## src/rtl/dds_sweep_pkg.sv

```systemverilog
// dds_sweep_pkg: shared state encoding and default widths for the DDS sweep sequencer.
package dds_sweep_pkg;
  localparam int DDS_PHASE_WIDTH = 32;
  localparam int DDS_DWELL_WIDTH = 16;
  typedef enum logic [1:0] {
    IDLE  = 2'd0,
    DWELL = 2'd1,
    STEP  = 2'd2
  } state_t;
endpackage

```

## src/rtl/sweep_dwell_timer.sv

```systemverilog
// sweep_dwell_timer: loadable down-counter; expired is high while the count is zero.
module sweep_dwell_timer
  import dds_sweep_pkg::*;
#(
  parameter int DWELL_WIDTH = DDS_DWELL_WIDTH
) (
  input  logic                   clock,
  input  logic                   rstn,
  input  logic                   load,
  input  logic [DWELL_WIDTH-1:0] value,
  input  logic                   en,
  output logic                   expired
);
  logic [DWELL_WIDTH-1:0] r_cnt;
  always_ff @(posedge clock or negedge rstn)
    if (!rstn) r_cnt <= '0;
    else if (load) r_cnt <= value;
    else if (en && r_cnt != '0) r_cnt <= r_cnt - DWELL_WIDTH'(1);
  assign expired = r_cnt == '0;
endmodule

```

## src/rtl/dds_sweep_ctrl.sv

```systemverilog
// dds_sweep_ctrl: steps the DDS frequency word from start to stop with a per-word dwell.
// DDS_SWEEP_PINGPONG_EN selects up/down bouncing instead of the default sawtooth.
module dds_sweep_ctrl
  import dds_sweep_pkg::*;
#(
  parameter int PHASE_WIDTH = DDS_PHASE_WIDTH,
  parameter int DWELL_WIDTH = DDS_DWELL_WIDTH
) (
  input  logic                   clock,
  input  logic                   rstn,
  input  logic                   start,
  input  logic                   stop,
  input  logic                   cfg_continuous,
  input  logic [PHASE_WIDTH-1:0] cfg_start_word,
  input  logic [PHASE_WIDTH-1:0] cfg_stop_word,
  input  logic [PHASE_WIDTH-1:0] cfg_step_word,
  input  logic [DWELL_WIDTH-1:0] cfg_dwell,
  input  logic [PHASE_WIDTH-1:0] cfg_pha_word,
  output logic                   dds_en,
  output logic [PHASE_WIDTH-1:0] fre_word,
  output logic [PHASE_WIDTH-1:0] pha_word,
  output logic                   busy,
  output logic                   done
);
  state_t                 r_state, w_state;
  logic                   r_cont, r_en, w_en, r_done, w_done;
  logic [PHASE_WIDTH-1:0] r_startw, r_stopw, r_step, r_fre, w_fre, r_pha;
  logic [DWELL_WIDTH-1:0] r_dwell, w_load_val;
  logic                   w_latch, w_load, w_tick, w_expired, w_up_ok;
  logic [PHASE_WIDTH:0]   w_up;
`ifdef DDS_SWEEP_PINGPONG_EN
  logic                   r_dir, w_dir, w_dn_ok;
  logic [PHASE_WIDTH:0]   w_dn;
  assign w_dn    = {1'b0, r_fre} - {1'b0, r_step};
  assign w_dn_ok = !w_dn[PHASE_WIDTH] && w_dn[PHASE_WIDTH-1:0] >= r_startw;
`endif
  // one extra bit so an overflowing step can never wrap below the stop word
  assign w_up       = {1'b0, r_fre} + {1'b0, r_step};
  assign w_up_ok    = w_up <= {1'b0, r_stopw};
  assign w_load_val = r_state == IDLE ? cfg_dwell : r_dwell;
  sweep_dwell_timer #(.DWELL_WIDTH(DWELL_WIDTH)) u_timer (
    .clock  (clock),
    .rstn   (rstn),
    .load   (w_load),
    .value  (w_load_val),
    .en     (w_tick),
    .expired(w_expired)
  );
  always_ff @(posedge clock or negedge rstn)
    if (!rstn) r_state <= IDLE;
    else r_state <= w_state;
  always_comb begin
    w_state = r_state;
    w_fre   = r_fre;
    w_en    = r_en;
    w_done  = 1'b0;
    w_latch = 1'b0;
    w_load  = 1'b0;
    w_tick  = 1'b0;
`ifdef DDS_SWEEP_PINGPONG_EN
    w_dir   = r_dir;
`endif
    if (stop) begin
      w_state = IDLE;
      w_en    = 1'b0;
    end else case (r_state)
      IDLE: if (start) begin
        w_latch = 1'b1;
        w_load  = 1'b1;
        w_fre   = cfg_start_word;
        w_en    = 1'b1;
        w_state = DWELL;
`ifdef DDS_SWEEP_PINGPONG_EN
        w_dir   = 1'b0;
`endif
      end
      DWELL: if (w_expired) w_state = STEP;
        else w_tick = 1'b1;
      STEP: begin
        w_load  = 1'b1;
        w_state = DWELL;
`ifdef DDS_SWEEP_PINGPONG_EN
        if (!r_dir && w_up_ok) w_fre = w_up[PHASE_WIDTH-1:0];
        else if (w_dn_ok && r_step != '0) begin
          w_dir = 1'b1;
          w_fre = w_dn[PHASE_WIDTH-1:0];
        end else if (r_cont) begin
          w_dir = 1'b0;
          w_fre = w_up_ok ? w_up[PHASE_WIDTH-1:0] : r_startw;
        end else begin
          w_dir   = 1'b0;
          w_load  = 1'b0;
          w_done  = 1'b1;
          w_en    = 1'b0;
          w_state = IDLE;
        end
`else
        if (w_up_ok) w_fre = w_up[PHASE_WIDTH-1:0];
        else if (r_cont) w_fre = r_startw;
        else begin
          w_load  = 1'b0;
          w_done  = 1'b1;
          w_en    = 1'b0;
          w_state = IDLE;
        end
`endif
      end
      default: w_state = IDLE;
    endcase
  end
  always_ff @(posedge clock or negedge rstn)
    if (!rstn) begin
      r_fre  <= '0;
      r_en   <= 1'b0;
      r_done <= 1'b0;
`ifdef DDS_SWEEP_PINGPONG_EN
      r_dir  <= 1'b0;
`endif
    end else begin
      r_fre  <= w_fre;
      r_en   <= w_en;
      r_done <= w_done;
`ifdef DDS_SWEEP_PINGPONG_EN
      r_dir  <= w_dir;
`endif
    end
  // configuration shadows: frozen from start until the next start
  always_ff @(posedge clock or negedge rstn)
    if (!rstn) begin
      r_cont   <= 1'b0;
      r_startw <= '0;
      r_stopw  <= '0;
      r_step   <= '0;
      r_dwell  <= '0;
      r_pha    <= '0;
    end else if (w_latch) begin
      r_cont   <= cfg_continuous;
      r_startw <= cfg_start_word;
      r_stopw  <= cfg_stop_word;
      r_step   <= cfg_step_word;
      r_dwell  <= cfg_dwell;
      r_pha    <= cfg_pha_word;
    end
  assign dds_en   = r_en;
  assign fre_word = r_fre;
  assign pha_word = r_pha;
  assign busy     = r_state != IDLE;
  assign done     = r_done;
endmodule

```

## config.mk

```make
export PLATFORM = sky130hd
export DESIGN_NAME = dds_sweep_ctrl
export DESIGN_NICKNAME = d
export VERILOG_FILES = /design/src/rtl/dds_sweep_pkg.sv /design/src/rtl/sweep_dwell_timer.sv /design/src/rtl/dds_sweep_ctrl.sv
export SDC_FILE = /design/constraint.sdc
export NUM_CORES = 1
export LEC_CHECK = 0
export CAP_MARGIN = 10
export CORE_ASPECT_RATIO = 0.7
export CORE_UTILIZATION = 53
export CTS_CLUSTER_SIZE = 20
export DETAILED_ROUTE_END_ITERATION = 16
export GPL_TIMING_DRIVEN = 0
export HOLD_SLACK_MARGIN = 0.1
export PLACE_DENSITY = 0.88
export SLEW_MARGIN = 20
export SYNTH_ARGS = -nofsm -noshare
export SYNTH_HDL_FRONTEND = slang
export SYNTH_SLANG_ARGS = --single-unit
export TNS_END_PERCENT = 10
```

## constraint.sdc

```tcl
create_clock -name clock -period 4.9 [get_ports clock]
set_input_delay 0.735 -clock clock [delete_from_list [all_inputs] [get_ports clock]]
set_output_delay 0.735 -clock clock [all_outputs]
set_load 0.01 [all_outputs]
```

==> metrics <==
Cell Area, Synth 0.01107 mm²; Main synth FF type dfrtp_1; clock insertion delay at the later pin of the skew report 460 ps; largest clock skew in the final design 17.26 ps; critical path capture point type flop; remaining max-slew budget at the tightest pin 38.23%; Post-Route Utilization 75.31%; element type at the critical path start flop; Final Hold Violating Endpoints 0; overall die height 122.9 µm; antenna cells 0; fraction of synthesis flops using an asynchronous set or reset pin 100.0%; slack of the critical path -147.6 ps; data arrival time of the worst path 5380 ps; GRT Residual Overflow 0; Post-Synthesis Net Count 1295; number of buffers created by CTS 17; final routed DRC violation total 0; number of flops mapped to enable cells by yosys 0; Layout fillers 1351; part of the cycle the worst path needs 103.0%; Max Cap Violations 0; sequential cell area fraction in the yosys report 44.52%; CTS tree done; Worst-Margin Slew 926.5 ps; wire length per cell after detailed routing 22.19 µm; number of global-route vias before repair 9600; pin count of the biggest net entering global routing 73; RSZ-0062 raised after global routing true; number of nets in the final layout 1575; HPWL reported at the end of detailed placement 25440 µm; clock input transition at the sequential cells of the worst setup and hold paths 80 ps; total setup violations reported at the end of the flow 49; total wirelength of the detailed-routed design 36470 µm; number of pins exceeding their max-slew limit in the final report 0; Total GRT Usage 32.83%; class of the most critical hold timing path input pin to asynchronous set/reset pin; Crit path max-delay family simple AND/OR/NAND/NOR gates; Clock Tree Buf Depth 2; Max Freq 198.1 MHz; gate count after technology mapping 1080; via count 10194; die width 174.8 µm; slowest stage delay, CP 520 ps; Std-Cell Core Area 0.02012 mm²; worst setup timing slack at the placement stage -893.5 ps; antenna violations before repair 1; starting DRC count in detailed routing 1179; highest fanout seen on the critical path 7; slowest library cell on the worst path or4_4; initial cell density of the core 55.02%; first-pass GRT wire length 53350 µm; drt via density 6.205; per-instance average area after synthesis 10.25 µm²; number of buffer cells added on primary ports 215; cell at the root of the clock tree clkbuf_16; number of distinct standard cells referenced by the synthesized netlist 79; die area 0.02148 mm²; remaining antenna violation count after routing 0; count of TritonRoute iterations in the first routing pass 7; violated checks setup timing; GPL Wtd Cong 0.9499; final period demand of the worst path 5048 ps; #FFs+latches synth 197; type of the worst setup path flop to flop; Clock Sink Count 197; signed area change from the synthesized netlist to the final layout 36.86%; total of warnings raised by yosys 0; data required time at the worst endpoint 5230 ps; number of placement rows 43; fraction of layout cells with a size suffix above 1 22.65%; IO Pins 216; Worst Path Buf+Inv 5; result of the run finished, violations left; CTS HTree Levels 4; cells along the critical path ha_2 -> nand4_1 -> nor2_1 -> o211ai_1 -> buf_4 -> a211oi_4 -> nor2_2 -> xnor2_2 -> ha_1 -> nand4_1 -> buf_6 -> a2111oi_4 -> or4_4 -> o31ai_4 -> and4b_1 -> buf_6 -> a21boi_4 -> buf_12 -> clkbuf_16 -> a211oi_1 -> a21oi_1
==> state kept, by name (all words and copies together) (netlist names), 2 cells and up <==
name,flops
r_stopw,32
fre_word,32
r_step,32
r_state,2
r_startw,32
r_dwell,16
pha_word,32
u_timer.r_cnt,16
==> stage by stage <==
step                std cells  hold WS [ps]  setup TNS (ps)  cell area (µm²)
floorplan                1080         439.4               0            11070
global placement         1565         480.4        -1017240            13560
detailed placement       1567         486.2          -39380            13620
CTS                      1621         228.6               0            14580
global route             1643         245.9          -10130            15150
finish                   1643         207.0           -4013            15150
==> worst paths after layout <==
check / startpoint / to / slack [ps] / cells after the start
min in group clock: r_cont / done / 500 / 1
max reg2reg: fre_word[8] / u_timer.r_cnt[7] / -150 / 21
min reg2reg: r_cont / done / 500 / 1
min: rstn / r_stopw[9] / 210 / 1
max: fre_word[8] / u_timer.r_cnt[7] / -150 / 21
max in group asynchronous: rstn / r_dwell[2] / 3610 / 3
==> per-layer routing <==
layer / up-vias / track usage (%) / routed length [µm]
met4: 2 / 10.00 / 891
met5: - / 0 / 13
met2: 718 / 47.40 / 15280
met1: 4928 / 47.70 / 15600
li1: 4449 / - / -
met3: 97 / 9.379 / 4681
==> cell families after synthesis <==
kind of cell | share of synthesized area, %
AOI/OAI and AO/OA | 18.49
and+or+nand+nor | 10.35
DFF | 44.52
muxes | 11.73
buffers and inverters | 4.531
adders and majority gates | 7.526
xor gates and xnor gates | 2.848
==> cells in the final DEF, fill, tap and decap left out, types with 14 or more instances in the layout <==
| cell type | netlist | layout |
|---|---|---|
| clkdlybuf4s50_1 | 0 | 214 |
| dfrtp_1 | 197 | 196 |
| mux2_2 | 102 | 102 |
| nand2_1 | 103 | 99 |
| o21ai_0 | 86 | 75 |
| inv_1 | 62 | 61 |
| ha_1 | 65 | 57 |
| a21oi_1 | 54 | 47 |
| buf_4 | 8 | 45 |
| nor2_1 | 36 | 34 |
| o21ai_1 | 28 | 34 |
| a21o_1 | 20 | 20 |
| clkbuf_1 | 20 | 20 |
| clkbuf_16 | 0 | 19 |
| a211oi_1 | 36 | 18 |
| xnor2_1 | 23 | 17 |
| a211oi_2 | 4 | 17 |
| and3_1 | 16 | 16 |
| mux2i_1 | 15 | 15 |
| buf_2 | 17 | 14 |
| nand3_1 | 16 | 14 |
==> Yosys cell counts, drive strengths merged (4+ instances only) <==
cell type | n | share of area [%]
dfrtp | 197 | 45
o21ai | 115 | 5.2
nand2 | 104 | 3.5
mux2 | 102 | 10
ha | 65 | 7.3
inv | 63 | 2.1
a21oi | 58 | 2.8
a211oi | 40 | 2.9
nor2 | 38 | 1.3
buf | 31 | 1.7
xnor2 | 23 | 1.8
a21o | 21 | 1.4
clkbuf | 20 | 0.68
and3 | 16 | 0.90
nand3 | 16 | 0.72
mux2i | 15 | 1.4
and2 | 13 | 0.73
xor2 | 13 | 1.0
a31oi | 10 | 0.57
nor3 | 10 | 0.50
nand4 | 9 | 0.51
o21bai | 8 | 0.54
nand2b | 7 | 0.46
a21boi | 6 | 0.44
nor2b | 6 | 0.34
nor4 | 6 | 0.34
o211ai | 5 | 0.34
a221oi | 4 | 0.37
a22oi | 4 | 0.27
o21a | 4 | 0.27
o31ai | 4 | 0.32
==> layout make-up <==
class                      count  area, µm²  area share, %
sequential                   197       4931          32.54
inverter                      63      236.5          1.561
timing repair buffer         263       2610          17.22
tap                          270      337.8          2.229
clock inverter                11      117.6         0.7762
multi-input combinational    769       6140          40.52
buffer                        49      330.3          2.180
clock buffer                  21      450.4          2.973
==> repair_timing <==
action,4_1_cts,5_1_grt
pin swaps,18,53
cloned,1,4
buffers inserted,23,18
gates resized for setup,45,89
endpoints found under the setup margin,51,51
hold buffers,0,0
hold endpoints to repair,0,0
Power is not shown: default switching activity piles up to over one toggle a cycle in this logic, so the estimate is an artifact.
